## src/rtl/uart_tx_scheduler.sv

```systemverilog
// uart_tx_scheduler
// Shares one UART transmitter between the two player controllers. Packet
// changes are detected against the last byte sent per source, updates that
// arrive during a frame are coalesced, contending sources are served
// round-robin, and bit 6 of every frame carries the source ID. A free-running
// keepalive counter forces a periodic resend of both packets.
module uart_tx_scheduler #(
  parameter int KEEPALIVE_CYCLES = 1000000,
  parameter int GAP_CYCLES       = 16,
  parameter int ACK_TIMEOUT      = 4
) (
  input  logic        clk,
  input  logic        rst,
  input  logic [7:0]  p1_data,
  input  logic [7:0]  p2_data,
  input  logic        tx_busy,
  output logic        tx_start,
  output logic [7:0]  tx_data,
  output logic        tx_src,
  output logic [15:0] frame_count,
  output logic        err_ack
);

  localparam int KA_W  = (KEEPALIVE_CYCLES > 1) ? $clog2(KEEPALIVE_CYCLES) : 1;
  localparam int GAP_W = (GAP_CYCLES > 1) ? $clog2(GAP_CYCLES) : 1;
  localparam int ACK_W = (ACK_TIMEOUT > 1) ? $clog2(ACK_TIMEOUT) : 1;

  localparam logic [KA_W-1:0]  KA_LAST  = KA_W'(KEEPALIVE_CYCLES - 1);
  localparam logic [GAP_W-1:0] GAP_LAST = GAP_W'((GAP_CYCLES > 0) ? GAP_CYCLES - 1 : 0);
  localparam logic [ACK_W-1:0] ACK_LAST = ACK_W'(ACK_TIMEOUT - 1);

  localparam logic [1:0] S_IDLE      = 2'd0;
  localparam logic [1:0] S_WAIT_ACK  = 2'd1;
  localparam logic [1:0] S_WAIT_DONE = 2'd2;
  localparam logic [1:0] S_GAP       = 2'd3;

  logic [1:0]       state_q, state_d;
  logic [1:0][7:0]  last_sent_q, last_sent_d;
  logic [1:0]       ka_pend_q, ka_pend_d;
  logic             rr_last_q, rr_last_d;
  logic             tx_start_q, tx_start_d;
  logic [7:0]       tx_data_q, tx_data_d;
  logic             tx_src_q, tx_src_d;
  logic [15:0]      frame_count_q, frame_count_d;
  logic             err_ack_q, err_ack_d;
  logic [KA_W-1:0]  ka_cnt_q, ka_cnt_d;
  logic [GAP_W-1:0] gap_cnt_q, gap_cnt_d;
  logic [ACK_W-1:0] ack_cnt_q, ack_cnt_d;

  logic [1:0] pend;
  logic       grant_src;
  logic [7:0] grant_byte;
  logic       ka_wrap;

  // A source needs service when its live packet differs from what was last
  // sent, or when a keepalive/retry is owed to it.
  assign pend[0] = (p1_data != last_sent_q[0]) | ka_pend_q[0];
  assign pend[1] = (p2_data != last_sent_q[1]) | ka_pend_q[1];

  // With both pending, the source not served last wins; otherwise the lone one.
  assign grant_src  = (&pend) ? ~rr_last_q : pend[1];
  assign grant_byte = grant_src ? p2_data : p1_data;
  assign ka_wrap    = (ka_cnt_q == KA_LAST);

  // Next-state logic for the sequencer, arbitration and keepalive counter.
  always_comb begin
    // NOTE: every _d gets a hold value first so no path through the case
    // leaves a variable unassigned, which would otherwise infer a latch.
    state_d       = state_q;
    last_sent_d   = last_sent_q;
    ka_pend_d     = ka_pend_q;
    rr_last_d     = rr_last_q;
    tx_start_d    = 1'b0;
    tx_data_d     = tx_data_q;
    tx_src_d      = tx_src_q;
    frame_count_d = frame_count_q;
    err_ack_d     = err_ack_q;
    gap_cnt_d     = gap_cnt_q;
    ack_cnt_d     = ack_cnt_q;
    ka_cnt_d      = ka_wrap ? '0 : ka_cnt_q + 1'b1;

    case (state_q)
      S_IDLE: begin
        if (|pend) begin
          tx_data_d              = {grant_byte[7], grant_src, grant_byte[5:0]};
          last_sent_d[grant_src] = grant_byte;
          ka_pend_d[grant_src]   = 1'b0;
          rr_last_d              = grant_src;
          tx_src_d               = grant_src;
          tx_start_d             = 1'b1;
          ack_cnt_d              = '0;
          state_d                = S_WAIT_ACK;
        end
      end
      S_WAIT_ACK: begin
        if (tx_busy) begin
          state_d = S_WAIT_DONE;
        end else if (ack_cnt_q == ACK_LAST) begin
          // Serializer never answered: flag it and owe this source a resend.
          err_ack_d           = 1'b1;
          ka_pend_d[tx_src_q] = 1'b1;
          state_d             = S_IDLE;
        end else begin
          ack_cnt_d = ack_cnt_q + 1'b1;
        end
      end
      S_WAIT_DONE: begin
        if (!tx_busy) begin
          frame_count_d = frame_count_q + 16'd1;
          gap_cnt_d     = '0;
          state_d       = (GAP_CYCLES > 0) ? S_GAP : S_IDLE;
        end
      end
      default: begin
        if (gap_cnt_q == GAP_LAST) begin
          state_d = S_IDLE;
        end else begin
          gap_cnt_d = gap_cnt_q + 1'b1;
        end
      end
    endcase

    // Applied last so a keepalive set overrides a same-cycle grant clear.
    if (ka_wrap) begin
      ka_pend_d = 2'b11;
    end
  end

  // State registers; async reset returns every output to idle immediately.
  always_ff @(posedge clk or posedge rst) begin
    if (rst) begin
      state_q       <= S_IDLE;
      last_sent_q   <= '0;
      ka_pend_q     <= 2'b11;
      rr_last_q     <= 1'b1;
      tx_start_q    <= 1'b0;
      tx_data_q     <= 8'h00;
      tx_src_q      <= 1'b0;
      frame_count_q <= 16'd0;
      err_ack_q     <= 1'b0;
      ka_cnt_q      <= '0;
      gap_cnt_q     <= '0;
      ack_cnt_q     <= '0;
    end else begin
      // NOTE: non-blocking assignments so every register samples the values
      // from before this edge, independent of statement order.
      state_q       <= state_d;
      last_sent_q   <= last_sent_d;
      ka_pend_q     <= ka_pend_d;
      rr_last_q     <= rr_last_d;
      tx_start_q    <= tx_start_d;
      tx_data_q     <= tx_data_d;
      tx_src_q      <= tx_src_d;
      frame_count_q <= frame_count_d;
      err_ack_q     <= err_ack_d;
      ka_cnt_q      <= ka_cnt_d;
      gap_cnt_q     <= gap_cnt_d;
      ack_cnt_q     <= ack_cnt_d;
    end
  end

  assign tx_start    = tx_start_q;
  assign tx_data     = tx_data_q;
  assign tx_src      = tx_src_q;
  assign frame_count = frame_count_q;
  assign err_ack     = err_ack_q;

endmodule

```

## config.mk

```make
export PLATFORM = sky130hd
export DESIGN_NAME = uart_tx_scheduler
export DESIGN_NICKNAME = d
export VERILOG_FILES = /design/src/rtl/uart_tx_scheduler.sv
export SDC_FILE = /design/constraint.sdc
export NUM_CORES = 1
export LEC_CHECK = 0
export CAP_MARGIN = 20
export CORE_ASPECT_RATIO = 1.25
export CORE_MARGIN = 1.5
export CORE_UTILIZATION = 35
export DETAILED_ROUTE_END_ITERATION = 6
export PLACE_DENSITY = 0.59
export SKIP_CTS_REPAIR_TIMING = 1
export SLEW_MARGIN = 20
export SYNTH_ARGS = -nofsm -noshare
export SYNTH_HDL_FRONTEND = slang
export SYNTH_SLANG_ARGS = --single-unit
```

## constraint.sdc

```tcl
create_clock -name clk -period 3.4 [get_ports clk]
set_input_delay 0.68 -clock clk [delete_from_list [all_inputs] [get_ports clk]]
set_output_delay 0.68 -clock clk [all_outputs]
set_load 0.01 [all_outputs]
```

==> out/results.txt, run 1 <==
Status -> completed
Routed len/inst -> 14.1 um
CTS tree -> built
Ratio of cells with drive above 1 in the final layout -> 0.162
RSZ-0062 raised after global routing -> no
Placed instance area -> 4230 sq um
Crit path depth -> 6
H-tree depth -> 3
Pre-CTS setup slack -> 499 ps
Max incr delay on CP -> 580 ps
Tot GR Track Use -> 0.145
Syn Std Cell Area -> 3600 sq um
Part of the power in the clock network -> 0.320
Setup violators final -> 0
Register area share after synthesis -> 0.509
Post-synthesis adder-cell area fraction -> 0.0139
CTS clk-pin slew, worst paths -> 60 ps
Die ar. -> 10900 sq um
Worst path buffer plus inverter count -> 1
Min-delay worst type -> register to register
Final Max Slew Viols -> 0
Vias -> 2589
Crit start category -> input port
Detailed Route WL -> 7.21 mm
Crit Path Class -> input port to register
Router iterations before antenna repair -> 4
DR iter-0 viols -> 108
Num CTS Buffers -> 9
Largest family of logic cells by synthesized area -> simple AND/OR/NAND/NOR gates
Pint -> 0.00229 W
Peak VDD IR -> 0.000338 V
Crit-path max FO -> 9
CP arrival -> 2780 ps
Synth cell types -> 48
Chip Height -> 116 um
Worst Skew -> 5.79 ps
Die W -> 93.7 um
Clock Sink Count -> 73
Syn Inst Count -> 322
Sequential share of power -> 0.402
Crit path cell chain -> clkdlybuf4s50_1 > xor2_1 > nor4_4 > nand3_2 > a211oi_4 > mux2_2
Reg2reg setup slack -> 1270 ps
Sw Ratio -> 0.287
#FFs+latches synth -> 73
Syn nets -> 345
Starting Density -> 0.358
Antenna violations before repair -> 0
# DRC -> 0
Synth Area in Simple Gates -> 0.151
Final net count -> 401
Overflow left after global routing -> 0
Slew @ Worst Pin -> 619 ps
Tcrit/Tclk final -> 0.756
XOR/XNOR Fraction of Synth Area -> 0.114
Crit path capture -> last_sent_q[3]$_DFFE_PP0P_
CP endpoint kind -> register
Final GP Congestion -> 0.795
Setup TNS -> 0 ps
Synth async-reset ratio -> 1.00
Worst skew pair latency -> 320 ps
Tmin final -> 2570 ps
Std cell rows -> 41
Mux cell area share after synthesis -> 0.0726
Top_reg_cell synth -> dfrtp_1
Clock Tree Root -> clkbuf_16
Via-to-Cell Ratio -> 5.06
Area added between synthesis and finish -> 26.8%
Compound-Gate Fraction of Synth Area -> 0.109
Hold path start -> err_ack$_DFFE_PP0P_
Syn_area_per_cell -> 11.2 sq um
Worst setup path startpoint -> p2_data[1]
Diodes inserted -> 0
Final antenna-violating net count -> 0
Comb power frac -> 0.277
Max Clk Rate -> 389 MHz
Port Buf Inserts -> 45
Reg2Reg Depth -> 5
Max_cap viols -> 0
Final WS setup -> 829 ps
I/O pins -> 46
Largest net degree at the start of global routing -> 30
Post-route cell area -> 4560 sq um
Critical-path cell with the highest stage delay -> a211oi_4
Worst Path Required -> 3610 ps
Lkg Pwr -> 1.97 nW
Power Density -> 703 nW/um^2
Post-synth EDFFs -> 0
First-pass GRT wire length -> 12.3 mm
R2r endpoint -> last_sent_q[3]$_DFFE_PP0P_
DP HPWL -> 5.19 mm
Cell family with most CP delay -> compound AO/OA/AOI/OAI gates
Final Hold Viols -> 0
Critical R2R Launch -> last_sent_q[9]$_DFFE_PP0P_
Vias in the first global route -> 2522
Final core occ -> 0.454
Synth warnings -> 0
Clock buffer depth -> 2
Slew margin rel. -> 0.582
Psw -> 0.000921 W
Core area -> 10100 sq um
placed cells by master, fill, tap and decap left out, types with 6 or more instances in the layout:
master / instances
dfrtp_1: 70
xnor2_1: 21
clkdlybuf4s50_1: 45
nand4_1: 6
nor2_1: 17
buf_4: 10
a31oi_1: 10
xor2_1: 26
clkbuf_16: 9
inv_1: 15
a2bb2oi_1: 7
mux2_4: 7
o21ai_0: 14
a221oi_1: 7
nand3_1: 16
nand2_1: 20
mux2_2: 11
and3_1: 6
Yosys cell counts, types with 2 or more instances:
cell	count	area (sq um)
dfrtp_1	70	1750
nor2b_1	2	12.5
a21o_1	2	15.0
clkbuf_1	4	15.0
o21ai_0	14	70.1
or2_2	3	18.8
nor4_1	5	31.3
dfstp_2	3	78.8
a2bb2oi_1	7	61.3
nand2_1	20	75.1
inv_1	16	60.1
mux2_2	11	124
and4_1	3	26.3
or3_1	4	25.0
a221oi_1	7	61.3
nor2_1	17	63.8
a22o_1	5	43.8
a31oi_1	10	62.6
mux2_4	7	105
a21oi_1	5	25.0
buf_2	3	15.0
xnor2_1	21	184
ha_1	4	50.1
nor3_1	5	25.0
nand3_1	16	80.1
xor2_1	26	228
nand4_1	6	37.5
and3_1	6	37.5
cells by family (layout without fill, tap and decap cells):
group | count (synthesis) | after routing
AOI/OAI and AO/OA | 55 | 55
DFF | 73 | 73
adders and majority gates | 4 | 4
buffers and inverters | 26 | 87
xor gates and xnor gates | 47 | 47
muxes | 20 | 20
and+or+nand+nor | 97 | 97
metrics by stage:
step / total power (W) / hold slack (ps) / instances
3_5_place_dp: 0.00220 / 466 / 496
3_3_place_gp: 0.00218 / 461 / 496
2_1_floorplan: 0.00187 / 455 / 322
5_1_grt: 0.00341 / 501 / 512
6_report: 0.00321 / 479 / 512
4_1_cts: 0.00325 / 481 / 512
area by class of cell:
cell class	count	area, sq um
clock buffer	11	253
clock inverter	5	77.6
fill	950	5490
inverter	16	60.1
multi-input combinational	223	1660
sequential	73	1830
tap	129	161
timing repair buffer	55	526
worst min-delay path by stage:
stage | slack (ps) | end | cells after the start
finish | 480 | err_ack$_DFFE_PP0P_ | 1
global placement | 460 | frame_count[15]$_DFFE_PP0P_ | 1
global route | 500 | ka_cnt_q[0]$_DFF_PP0_ | 1
CTS | 480 | err_ack$_DFFE_PP0P_ | 1
detailed placement | 470 | err_ack$_DFFE_PP0P_ | 1
floorplan | 460 | ka_cnt_q[0]$_DFF_PP0_ | 1
registers in the layout, summed over array words and instances (netlist names):
register,flops
rr_last_q,1
tx_data,8
ka_pend_q,2
ack_cnt_q,2
ka_cnt_q,20
state_q,2
err_ack,1
last_sent_q,16
tx_start,1
frame_count,16
gap_cnt_q,4
worst reg2reg max path: cells and delay by family (launching register included):
family,cells,cell delay [ps]
compound gates,1,580
simple gates,2,480
mux,1,400
flops,1,380
xor+xnor,1,190
power by group through the flow:
stage	logic (W)	registers, W	clock network (W)
2_1_floorplan	0.000586	0.00128	0
3_3_place_gp	0.000876	0.00130	0
3_5_place_dp	0.000894	0.00131	0
4_1_cts	0.000901	0.00129	0.00106
5_1_grt	0.000990	0.00133	0.00109
6_report	0.000889	0.00129	0.00103
routing by layer:
metal | routed length (um) | vias up | share of wire | GRT usage
met2 | 3460 | 51 | 0.48 | 0.224
li1 | - | 1260 | - | -
met4 | 180 | 0 | 0.025 | 0.0627
met5 | 0 | - | 0 | 0
met1 | 3340 | 1262 | 0.46 | 0.192
met3 | 235 | 16 | 0.033 | 0.0371
No activity file was read; power rests on OpenSTA's default activity.
==> inputs of run 2 (changes only) <==
- PLACE_DENSITY: 0.59 -> 0.61
- clock period: 3.4 -> 2.1 ns (I/O delays scaled with it)
==> out/results.txt, run 2 (same netlist as run 1, synthesis figures left out) <==
Placed cells -> 528
Worst path buffer plus inverter count -> 1
Largest Register -> ka_cnt_q
Chip Height -> 116 um
Via-to-Cell Ratio -> 5.00
Final Hold Viols -> 0
Vias -> 2752
Largest net degree at the start of global routing -> 45
Max Clk Rate -> 482 MHz
Std cell rows -> 41
Vias in the first global route -> 2743
Worst skew pair latency -> 340 ps
Die W -> 93.7 um
DR iter-0 viols -> 125
First-pass GRT wire length -> 13.2 mm
Max_cap viols -> 0
Ratio of cells with drive above 1 in the final layout -> 0.252
Diodes inserted -> 0
Crit Path Class -> register to register
Sw Ratio -> 0.286
CTS clk-pin slew, worst paths -> 60 ps
Overall Power -> 0.00571 W
Critical-path cell with the highest stage delay -> dfrtp_1
DP HPWL -> 5.63 mm
Post-route cell area -> 5060 sq um
Antenna violations before repair -> 0
Clock Tree Root -> clkbuf_16
Final antenna-violating net count -> 0
Core area -> 10100 sq um
Psw -> 0.00164 W
Crit path cell chain -> xor2_2 > nor4_4 > nand3_2 > a211oi_4 > clkbuf_16 > mux2_4
Max reg flops -> 20
Placed instance area -> 4500 sq um
Crit-path max FO -> 4
Commonest non-fill, non-tap cells in the layout -> dfrtp_1, buf_4, clkdlybuf4s50_1, xnor2_1, nand2_1
Power Density -> 1130 nW/um^2
Final GP Congestion -> 0.761
H-tree depth -> 3
Worst Skew -> 7.17 ps
Slew margin rel. -> 0.768
Detailed Route WL -> 8.09 mm
Slew @ Worst Pin -> 344 ps
Area added between synthesis and finish -> 40.7%
Min-delay worst type -> input port to async pin
I/O pins -> 46
Tmin final -> 2070 ps
Starting Density -> 0.358
CP endpoint kind -> register
Peak VDD IR -> 0.000583 V
Clock buffer depth -> 2
Hold slack -> 376 ps
Die ar. -> 10900 sq um
Status -> completed
Router iterations before antenna repair -> 4
Sequential share of power -> 0.366
Reg2reg setup slack -> 30 ps
Tot GR Track Use -> 0.158
Pint -> 0.00408 W
CTS tree -> built
Tcrit/Tclk final -> 0.987
Lkg Pwr -> 2.35 nW
# DRC -> 0
RSZ-0062 raised after global routing -> yes
Fin cells -> 550
Max incr delay on CP -> 400 ps
Cell family with most CP delay -> simple AND/OR/NAND/NOR gates
Setup violators final -> 0
CP arrival -> 2290 ps
Clock Sink Count -> 73
Setup TNS -> 0 ps
Port Buf Inserts -> 45
Overflow left after global routing -> 0
Worst Path Required -> 2320 ps
Part of the power in the clock network -> 0.326
Commonest non-fill, non-tap cell in the layout -> dfrtp_1
Final net count -> 440
Crit start category -> register
Number of fillers in the final layout -> 895
Comb power frac -> 0.308
Final Max Slew Viols -> 0
Routed len/inst -> 14.7 um
Num CTS Buffers -> 9
-- run 2: cell count changes in the layout (fill, tap and decap cells not counted), moves of 7 or more --
cell and delta:
dlymetal6s2s_1 +14, mux2_2 -8, mux2_4 +8, xor2_2 +7
clkdlybuf4s50_1 -14, buf_4 +36, xor2_1 -7
-- run 2: routing by layer --
layer / global-route usage / vias up / wire [um]
met3: 0.0286 / 16 / 265
met1: 0.187 / 1359 / 3450
li1: - / 1327 / -
met4: 0.0796 / 0 / 202
met2: 0.273 / 50 / 4170
met5: 0 / - / 0
-- run 2: worst paths after layout --
check                                             from                           to  cells past startpoint
setup reg to reg            last_sent_q[9]$_DFFE_PP0P_   last_sent_q[2]$_DFFE_PP0P_                      6
hold / removal                                     rst   frame_count[4]$_DFFE_PP0P_                      2
min in group clk                            p1_data[6]   last_sent_q[6]$_DFFE_PP0P_                      2
hold reg to reg            frame_count[15]$_DFFE_PP0P_  frame_count[15]$_DFFE_PP0P_                      1
setup / recovery            last_sent_q[9]$_DFFE_PP0P_   last_sent_q[2]$_DFFE_PP0P_                      6
max in group asynchronous                          rst     gap_cnt_q[0]$_DFFE_PP0P_                      3
-- run 2: area by class of cell --
cell class | count | area, sq um | share of cell area
inverters | 16 | 63.8 | 0.0126
well taps | 129 | 161 | 0.0319
clock buffers | 10 | 229 | 0.0452
flip-flops and latches | 73 | 1830 | 0.362
multi-input cells | 223 | 1750 | 0.346
repair buffers | 94 | 896 | 0.177
clock inverters | 5 | 129 | 0.0255
-- run 2: worst register-to-register path, stage by stage, from the launching register on --
cell,delay (ps)
dfrtp_1,400
xor2_2,160
nor4_4,360
nand3_2,160
a211oi_4,360
clkbuf_16,220
mux2_4,290
-- run 2: per-stage QoR --
| step | utilization | worst slack (ps) |
|---|---|---|
| after floorplan | - | 26.3 |
| after global placement | 0.448 | -369 |
| after detailed placement | 0.448 | -379 |
| after CTS | 0.483 | -44.7 |
| after global routing | 0.504 | -52.9 |
| final | 0.504 | 27.3 |
-- run 2: power by group through the flow --
stage	Sequential, W	Combinational [W]	Clock (W)
finish	0.00209	0.00176	0.00186
global route	0.00214	0.00191	0.00196
CTS	0.00207	0.00161	0.00190
detailed placement	0.00209	0.00160	0
global placement	0.00208	0.00156	0
floorplan	0.00207	0.000950	0
==> patch, RTL diff (flow settings as in run 2) <==
The parameter `GAP_CYCLES` goes from 16 to 32.
--- a/src/rtl/uart_tx_scheduler.sv
+++ b/src/rtl/uart_tx_scheduler.sv
@@ -8,3 +8,3 @@
   parameter int KEEPALIVE_CYCLES = 1000000,
-  parameter int GAP_CYCLES       = 16,
+  parameter int GAP_CYCLES       = 32,
   parameter int ACK_TIMEOUT      = 4
Behaviour: same outputs for any inputs over 10 cycles, from zero or initial values and one cycle with rst high; that may be too few to reach the edited logic, so the function may still have changed.
==> patch against run 2 <==
- area after synthesis shrank 1.8%
- critical path type is now primary input to flip-flop
- final area shrank 6.8%
- global-route usage shrank 1.5 points
- critical path depth grew 1
- worst setup slack gained 34 ps
- synthesized cell count shrank 2.5%
- sequential cell count grew 1
- routed wire length shrank 15%
Power is not compared: it rests on default switching activity, and its combinational part moved more than twofold at a synthesized area within 25%.
==> patch: results (changes against run 2) <==
The initial antenna violation count came to 0 (unchanged). The share of cell area taken by multi-input logic gates is 32.3% (was 34.6%). The iteration-0 DRC count of the detailed router is 134 (was 125).

The total of plain and repair buffers excluding clock buffers was 81 (was 94). The via count of the routed design came out at 2611 (was 2752). The share of cell area taken by muxes after synthesis came out at 5.95% (was 7.26%). The total global routing track utilization is 14.3% (was 15.8%). The setup slack of the worst register-to-register path came out at 90 ps (was 30 ps). The pin count of the biggest net entering global routing came out at 34 (was 45). The slowest cell on the critical path is sky130_fd_sc_hd__clkdlybuf4s50_1 (was sky130_fd_sc_hd__dfrtp_1). The adder and majority cell fraction of the synthesized area is 1.77% (was 1.39%). The fraction of the core area covered by cells at the end of the flow is 48.6% (was 50.4%).

The origin of the worst setup path is p1_data[2] (was last_sent_q[9]$_DFFE_PP0P_). The quantity of I/O buffers inserted on ports came out at 45 (unchanged). The fraction of layout instances using a drive strength above 1 came out at 20.9% (was 25.2%). The post-placement worst setup slack is -367 ps (was -379 ps).

The number of library cell types mapped by synthesis is 41 (was 48). The wire length on met2 came to 3390 um (was 4170 um). Run status: completed (unchanged). The total placed instance area is 4370 um2 (was 4500 um2). The met3 wire length is 228 um (was 265 um). The global-route wire length before repair came out at 12200 um (was 13200 um).

The detailed-route wire length on metal 1 came out at 3160 um (was 3450 um). The xor and xnor area share after synthesis is 11.6% (was 11.4%). The placed wire-length estimate is 4980 um (was 5630 um).

The final routed wire length divided by cell count came out at 13.1 um (was 14.7 um). The final instance area is 4720 um2 (was 5060 um2). The worst hold slack is 398 ps (was 376 ps). The setup skew after layout came out at 7.00 ps (was 7.17 ps). The transition at the pin with the smallest max-transition slack is 475 ps (was 344 ps). The kind of cell adding the most delay to the critical path is buffers and inverters (was simple AND/OR/NAND/NOR gates). The met3 demand-to-capacity share in global routing was 3.44% (was 2.86%). The compound-cell area share of the yosys netlist came out at 8.42% (was 10.9%). The global routing usage on met2 is 23.8% (was 27.3%). The path category of the worst min-delay check is primary input to flip-flop (was primary input to async pin). The global routing met1 resource utilization came out at 17.8% (was 18.7%). The sink count of the clock tree came to 74 (was 73). The clock-cell share of area came to 5.94% (was 7.07%). The synthesized net count is 338 (was 345). The startpoint of the worst register-to-register path is last_sent_q[4]$_DFFE_PP0P_ (was last_sent_q[9]$_DFFE_PP0P_). The number of nets in the layout came out at 420 (was 440). The total instance count after detailed placement is 508 (was 528).

The biggest fanout along the worst timing path is 8 (was 4). The capture point of the critical path is last_sent_q[10]$_DFFE_PP0P_ (was last_sent_q[2]$_DFFE_PP0P_). The number of combinational gates with multiple inputs came to 202 (was 223). The longest individual stage delay on the worst path was 450 ps (was 400 ps). The final estimated routing congestion in global placement came to 0.790 (was 0.761).
==> patch: cell count changes after synthesis, moves of 4 or more <==
| cell | before | now |
|---|---|---|
| sky130_fd_sc_hd__a222oi_1 | 0 | 7 |
| sky130_fd_sc_hd__mux2_4 | 7 | 2 |
| sky130_fd_sc_hd__o21ai_0 | 14 | 7 |
| sky130_fd_sc_hd__a2bb2oi_1 | 7 | 0 |
| sky130_fd_sc_hd__xor2_1 | 26 | 22 |
| sky130_fd_sc_hd__nand4_1 | 6 | 11 |
| sky130_fd_sc_hd__a31oi_1 | 10 | 2 |
| sky130_fd_sc_hd__a221oi_1 | 7 | 0 |
| sky130_fd_sc_hd__nand2_1 | 20 | 15 |
| sky130_fd_sc_hd__mux2_2 | 11 | 16 |
| sky130_fd_sc_hd__xnor2_1 | 21 | 25 |
| sky130_fd_sc_hd__inv_1 | 16 | 28 |
